[src/rtl/mem_arbiter_if.sv]
// Bus bundle between the fetch/data requesters, the arbiter and the
// cache controller. The arbiter uses slave; requesters/cache use master.
interface mem_arbiter_if;
   logic        i_rd;
   logic [15:0] i_addr;
   logic [15:0] i_rdata;
   logic        i_done;
   logic        i_stall;
   logic        i_err;
   logic        d_rd;
   logic        d_wr;
   logic [15:0] d_addr;
   logic [15:0] d_wdata;
   logic [15:0] d_rdata;
   logic        d_done;
   logic        d_stall;
   logic        d_err;
   logic        d_hit;
   logic [15:0] c_addr;
   logic [15:0] c_data_in;
   logic        c_rd;
   logic        c_wr;
   logic [15:0] c_data_out;
   logic        c_done;
   logic        c_cachehit;
   logic        c_err;
   logic        busy;

   modport slave (
      input  i_rd, i_addr,
      output i_rdata, i_done, i_stall, i_err,
      input  d_rd, d_wr, d_addr, d_wdata,
      output d_rdata, d_done, d_stall, d_err, d_hit,
      output c_addr, c_data_in, c_rd, c_wr,
      input  c_data_out, c_done, c_cachehit, c_err,
      output busy
   );

   modport master (
      output i_rd, i_addr,
      input  i_rdata, i_done, i_stall, i_err,
      output d_rd, d_wr, d_addr, d_wdata,
      input  d_rdata, d_done, d_stall, d_err, d_hit,
      input  c_addr, c_data_in, c_rd, c_wr,
      output c_data_out, c_done, c_cachehit, c_err,
      input  busy
   );
endinterface

[src/rtl/mem_arbiter.sv]
// Two-port (fetch/data) arbiter in front of the shared cache controller.
// One transaction at a time, alternating tie-break, watchdog abort.
module mem_arbiter #(
   parameter int TIMEOUT = 64,
   parameter int CW      = $clog2(TIMEOUT)
) (
   input logic        clk,
   input logic        rst,
   mem_arbiter_if.slave bus
);

   typedef enum logic [1:0] {
      IDLE,
      BUSY_I,
      BUSY_D,
      RESP
   } state_t;

   localparam logic [CW-1:0] LAST = CW'(TIMEOUT - 1);

   state_t        state;
   logic          last_d;
   logic          c_rd_q;
   logic          c_wr_q;
   logic [15:0]   addr_q;
   logic [15:0]   wdata_q;
   logic [15:0]   rdata_q;
   logic          err_q;
   logic          hit_q;
   logic          done_i;
   logic          done_d;
   logic [CW-1:0] cnt;

   logic i_req;
   logic d_req;
   logic pick_d;

   assign i_req  = bus.i_rd;
   assign d_req  = bus.d_rd | bus.d_wr;
   // on a tie the port that did not win last time gets the grant
   assign pick_d = d_req & (~i_req | ~last_d);

   // arbitration FSM, downstream request latch and response capture
   always_ff @(posedge clk or negedge rst) begin
      if (!rst) begin
         state   <= IDLE;
         last_d  <= 1'b0;
         c_rd_q  <= 1'b0;
         c_wr_q  <= 1'b0;
         addr_q  <= '0;
         wdata_q <= '0;
         rdata_q <= '0;
         err_q   <= 1'b0;
         hit_q   <= 1'b0;
         done_i  <= 1'b0;
         done_d  <= 1'b0;
         cnt     <= '0;
      end else begin
         unique case (state)
            IDLE: begin
               cnt <= '0;
               if (i_req | d_req) begin
                  last_d <= pick_d;
                  if (pick_d) begin
                     addr_q  <= bus.d_addr;
                     wdata_q <= bus.d_wdata;
                     if (bus.d_rd & bus.d_wr) begin
                        rdata_q <= '0;
                        err_q   <= 1'b1;
                        hit_q   <= 1'b0;
                        done_d  <= 1'b1;
                        state   <= RESP;
                     end else begin
                        c_rd_q <= bus.d_rd;
                        c_wr_q <= bus.d_wr;
                        state  <= BUSY_D;
                     end
                  end else begin
                     addr_q  <= bus.i_addr;
                     wdata_q <= '0;
                     c_rd_q  <= 1'b1;
                     c_wr_q  <= 1'b0;
                     state   <= BUSY_I;
                  end
               end
            end
            BUSY_I, BUSY_D: begin
               if (bus.c_done) begin
                  rdata_q <= c_wr_q ? wdata_q : bus.c_data_out;
                  err_q   <= bus.c_err;
                  hit_q   <= bus.c_cachehit;
                  c_rd_q  <= 1'b0;
                  c_wr_q  <= 1'b0;
                  done_i  <= (state == BUSY_I);
                  done_d  <= (state == BUSY_D);
                  state   <= RESP;
               end else if (cnt == LAST) begin
                  rdata_q <= '0;
                  err_q   <= 1'b1;
                  hit_q   <= 1'b0;
                  c_rd_q  <= 1'b0;
                  c_wr_q  <= 1'b0;
                  done_i  <= (state == BUSY_I);
                  done_d  <= (state == BUSY_D);
                  state   <= RESP;
               end else begin
                  cnt <= cnt + CW'(1);
               end
            end
            RESP: begin
               done_i <= 1'b0;
               done_d <= 1'b0;
               cnt    <= '0;
               state  <= IDLE;
            end
            default: state <= IDLE;
         endcase
      end
   end

   assign bus.c_rd      = c_rd_q;
   assign bus.c_wr      = c_wr_q;
   assign bus.c_addr    = (c_rd_q | c_wr_q) ? addr_q : '0;
   assign bus.c_data_in = (c_rd_q | c_wr_q) ? wdata_q : '0;

   assign bus.i_done  = done_i;
   assign bus.i_rdata = done_i ? rdata_q : '0;
   assign bus.i_err   = done_i & err_q;
   assign bus.i_stall = i_req & ~done_i;

   assign bus.d_done  = done_d;
   assign bus.d_rdata = done_d ? rdata_q : '0;
   assign bus.d_err   = done_d & err_q;
   assign bus.d_hit   = done_d & hit_q;
   assign bus.d_stall = d_req & ~done_d;

   assign bus.busy = (state != IDLE);

endmodule
[src/flat_wrapper.sv]
// flat-port wrapper written by rule: the top's interface ports become plain ports
module mem_arbiter_flat 
#(
   parameter int TIMEOUT = 64,
   parameter int CW      = $clog2(TIMEOUT)
)
  (clk, rst, bus_i_rd, bus_i_addr, bus_i_rdata, bus_i_done, bus_i_stall, bus_i_err, bus_d_rd, bus_d_wr, bus_d_addr, bus_d_wdata, bus_d_rdata, bus_d_done, bus_d_stall, bus_d_err, bus_d_hit, bus_c_addr, bus_c_data_in, bus_c_rd, bus_c_wr, bus_c_data_out, bus_c_done, bus_c_cachehit, bus_c_err, bus_busy);
  mem_arbiter_if bus_i ();
  input logic clk;
  input logic rst;
  input wire logic [$bits(bus_i.i_rd)-1:0] bus_i_rd;
  input wire logic [$bits(bus_i.i_addr)-1:0] bus_i_addr;
  output wire logic [$bits(bus_i.i_rdata)-1:0] bus_i_rdata;
  output wire logic [$bits(bus_i.i_done)-1:0] bus_i_done;
  output wire logic [$bits(bus_i.i_stall)-1:0] bus_i_stall;
  output wire logic [$bits(bus_i.i_err)-1:0] bus_i_err;
  input wire logic [$bits(bus_i.d_rd)-1:0] bus_d_rd;
  input wire logic [$bits(bus_i.d_wr)-1:0] bus_d_wr;
  input wire logic [$bits(bus_i.d_addr)-1:0] bus_d_addr;
  input wire logic [$bits(bus_i.d_wdata)-1:0] bus_d_wdata;
  output wire logic [$bits(bus_i.d_rdata)-1:0] bus_d_rdata;
  output wire logic [$bits(bus_i.d_done)-1:0] bus_d_done;
  output wire logic [$bits(bus_i.d_stall)-1:0] bus_d_stall;
  output wire logic [$bits(bus_i.d_err)-1:0] bus_d_err;
  output wire logic [$bits(bus_i.d_hit)-1:0] bus_d_hit;
  output wire logic [$bits(bus_i.c_addr)-1:0] bus_c_addr;
  output wire logic [$bits(bus_i.c_data_in)-1:0] bus_c_data_in;
  output wire logic [$bits(bus_i.c_rd)-1:0] bus_c_rd;
  output wire logic [$bits(bus_i.c_wr)-1:0] bus_c_wr;
  input wire logic [$bits(bus_i.c_data_out)-1:0] bus_c_data_out;
  input wire logic [$bits(bus_i.c_done)-1:0] bus_c_done;
  input wire logic [$bits(bus_i.c_cachehit)-1:0] bus_c_cachehit;
  input wire logic [$bits(bus_i.c_err)-1:0] bus_c_err;
  output wire logic [$bits(bus_i.busy)-1:0] bus_busy;
  assign bus_i.i_rd = bus_i_rd;
  assign bus_i.i_addr = bus_i_addr;
  assign bus_i_rdata = bus_i.i_rdata;
  assign bus_i_done = bus_i.i_done;
  assign bus_i_stall = bus_i.i_stall;
  assign bus_i_err = bus_i.i_err;
  assign bus_i.d_rd = bus_d_rd;
  assign bus_i.d_wr = bus_d_wr;
  assign bus_i.d_addr = bus_d_addr;
  assign bus_i.d_wdata = bus_d_wdata;
  assign bus_d_rdata = bus_i.d_rdata;
  assign bus_d_done = bus_i.d_done;
  assign bus_d_stall = bus_i.d_stall;
  assign bus_d_err = bus_i.d_err;
  assign bus_d_hit = bus_i.d_hit;
  assign bus_c_addr = bus_i.c_addr;
  assign bus_c_data_in = bus_i.c_data_in;
  assign bus_c_rd = bus_i.c_rd;
  assign bus_c_wr = bus_i.c_wr;
  assign bus_i.c_data_out = bus_c_data_out;
  assign bus_i.c_done = bus_c_done;
  assign bus_i.c_cachehit = bus_c_cachehit;
  assign bus_i.c_err = bus_c_err;
  assign bus_busy = bus_i.busy;
  mem_arbiter #(.TIMEOUT(TIMEOUT), .CW(CW)) u_core (.clk(clk), .rst(rst), .bus(bus_i));
endmodule
[config.mk]
export PLATFORM = sky130hd
export DESIGN_NAME = mem_arbiter_flat
export DESIGN_NICKNAME = d
export VERILOG_FILES = /design/src/rtl/mem_arbiter_if.sv /design/src/rtl/mem_arbiter.sv /design/src/flat_wrapper.sv
export SDC_FILE = /design/constraint.sdc
export NUM_CORES = 1
export LEC_CHECK = 0
export ABC_AREA = 1
export CORE_UTILIZATION = 44
export CTS_CLUSTER_SIZE = 12
export DETAILED_ROUTE_END_ITERATION = 12
export PLACE_DENSITY_LB_ADDON = 0.1
export SLEW_MARGIN = 30
export SYNTH_ARGS = -nofsm -noshare
export SYNTH_HDL_FRONTEND = slang
export SYNTH_SLANG_ARGS = --single-unit
export TNS_END_PERCENT = 50
[constraint.sdc]
create_clock -name clk -period 1.7 [get_ports clk]
set_input_delay 0.34 -clock clk [delete_from_list [all_inputs] [get_ports clk]]
set_output_delay 0.34 -clock clk [all_outputs]
set_load 0.02 [all_outputs]
==> run metrics <==
outcome complete, but fails checks; failing checks hold timing, setup timing; post-synthesis cell count approximately 490; clk_lat worst skew between 0.3 and 0.4 ns; Crit Path Category reg2out; Place WS -0.229 ns; first-pass GRT wire length approximately 17 mm; Pwr Density 1700 mW/mm^2; Max VDD drop approximately 1.2 mV; crit path DAT 1.38 ns; via count of the routed design about 3,800; global route total overflow 0; CTS Root Cell clkbuf_8; clk buf depth 2; Worst Tran Pin Value about 0.35 ns; Syn Std Cell Area 0.00359 mm^2; mux share of post-synthesis cell area 0; critical path peak fanout 8; drt first pass iters 5; Util after Layout 0.711; total track usage 0.260; share of cells above drive strength 1 0.193; CTS sink cnt 63; routed wire length ~11 mm; synth unique cells 30; FMAX 0.583 GHz; flops & latches, synth between 60 and 70; most common cell after layout, fill and taps aside nand2_1; XOR/XNOR Fraction of Synth Area 0.00488; period utilization 1.01; Leakage between 0.002 and 0.003 uW; final count of hold timing violations 3; synthesized net count approximately 570; Final setup viols 15; total CTS buffers 9; most frequent cells in the layout nand2_1 (98), inv_1 (80), clkdlybuf4s50_1 (70), dfrtp_1 (63), o21ai_0 (52); CTS tree yes; Detail Placement HPWL approximately 7.4 mm; Routability Congestion between 0.8 and 0.9; top cells by area, synth dfrtp_1 (44%), nand2_1 (10%), inv_1 (8.6%); row count 32; P&R area growth vs syn 54.6%; Antenna diodes 0; post-synthesis sequential area ratio 0.439; drt wl/cell approximately 14 um; DIE HEIGHT around 92 um; power after layout about 9500 uW; Avg Inst Size Synth around 7.3 um^2; Min Hold Slack -0.00754 ns; core area a little under 0.008 mm^2; Layout Nets ~740; Max Cap Violations 0; Routed Antenna Nets 0; main combinational cell family by area after synthesis simple AND/OR/NAND/NOR gates; DRC Markers 0; DIE AREA ~0.0085 mm^2; post-synth top area share 0.439; vias in the first global route approximately 3,700; RSZ-0062 raised after global routing true; Synth Warn # 0; Crit. End Element output port; Die X-Extent slightly above 90 um; Clock transition at path regs about 0.07 ns; htree depth 3; Initial Util 0.460; IO Pins 146; Final min period 1.72 ns; DR vias/cell 4.92; Yosys top cell by area dfrtp_1; Synth Area in Compound Gates 0.147; Worst Skew between 0.008 and 0.009 ns; PnR worst setup slack -0.0163 ns; initial drt markers 177; Slew Viols, Final 0; Critical Path RT roughly 1.4 ns; Post-Synth Adder-Cell Area 0.0209; slew margin rel. 0.769; HP Class in2async; critical path launch point type flop; initial antenna violation count 0; # port buffers approximately 150; largest net degree at the start of global routing 64; simple-gate area share of the yosys netlist 0.255
-- worst paths after layout --
path                                  from                  to  slack [ns]  cells past startpoint
hold reg to reg               u_core.hit_q        u_core.hit_q        0.49                      2
max in group asynchronous              rst       u_core.cnt[5]        1.40                      2
setup / recovery           u_core.bus.c_wr    bus_c_data_in[6]       -0.02                      5
hold / removal                         rst  u_core.wdata_q[10]      -0.008                      2
setup reg to reg           u_core.state[1]       u_core.cnt[5]        0.11                      8
min in group clk              u_core.hit_q        u_core.hit_q        0.49                      2
-- synthesized netlist by cell type (all sizes together) --
cell,number
a21oi,18
buf,17
clkbuf,10
dfrtp,63
ha,6
inv,86
nand2,103
nand3,46
nand3b,1
nand4,1
nor2,60
nor3,1
o21ai,61
o22ai,17
or2,1
xnor2,1
xor2,1
-- stage by stage --
stage	setup TNS, ns	instance area [um^2]	instances
floorplan	0	3590	493
global placement	-1.09	5320	738
detailed placement	-3.55	5320	738
CTS	-1.76	5460	763
global route	-1.35	5550	764
finish	-0.127	5550	764
-- power by group --
group          internal (uW)  switching (uW)  leakage [uW]
registers               2060             259      0.000811
clock network            711             572      0.000100
logic                   2420            3440       0.00202
total                   5200            4270       0.00293
-- per-layer routing --
metal / wire length, um / share of wire / up-vias / GRT usage
met5: 0 / 0 / - / 0
met4: 91 / 0.0086 / 0 / 0.0872
met3: 673 / 0.064 / 6 / 0.0427
met2: 5350 / 0.51 / 123 / 0.444
met1: 4440 / 0.42 / 1755 / 0.334
li1: - / - / 1872 / -
-- sequential cells by signal (all words and copies together), names as in the netlist --
register and cells:
u_core.bus.i_done 1, u_core.rdata_q 16, u_core.hit_q 1, u_core.addr_q 16, u_core.bus.d_done 1, u_core.err_q 1
u_core.cnt 6, u_core.bus.c_wr 1, u_core.last_d 1, u_core.bus.c_rd 1, u_core.state 2, u_core.wdata_q 16
-- timing repair --
item,in CTS,in global routing
hold buffers,0,0
resized for setup,182,95
setup endpoints to repair,79,96
cloned,3,0
pin swaps,1,1
buffers inserted,6,6
-- cell type report --
class	instances	area (um^2)
Fill cell	635	2250
Clock inverter	4	45.0
Clock buffer	12	145
Timing Repair Buffer	180	1740
Multi-Input combinational cell	317	1600
Sequential cell	63	1580
Inverter	86	323
Tap cell	102	128
-- critical path, cell delays in order, from the launching register on --
cell,delay (ns)
dfrtp_1,0.41
nor2_4,0.19
buf_6,0.14
buf_16,0.13
nor2_2,0.04
buf_6,0.13
-- kinds of logic (layout without fill, tap and decap cells) --
logic type | count (synthesis) | count (layout)
AND/OR/NAND/NOR | 213 | 213
buffers and inverters | 113 | 282
adder cells (fa/ha/maj) | 6 | 6
flip-flops | 63 | 63
XOR/XNOR | 2 | 2
AO/OA/AOI/OAI | 96 | 96
(Power assumes the default switching activity.)
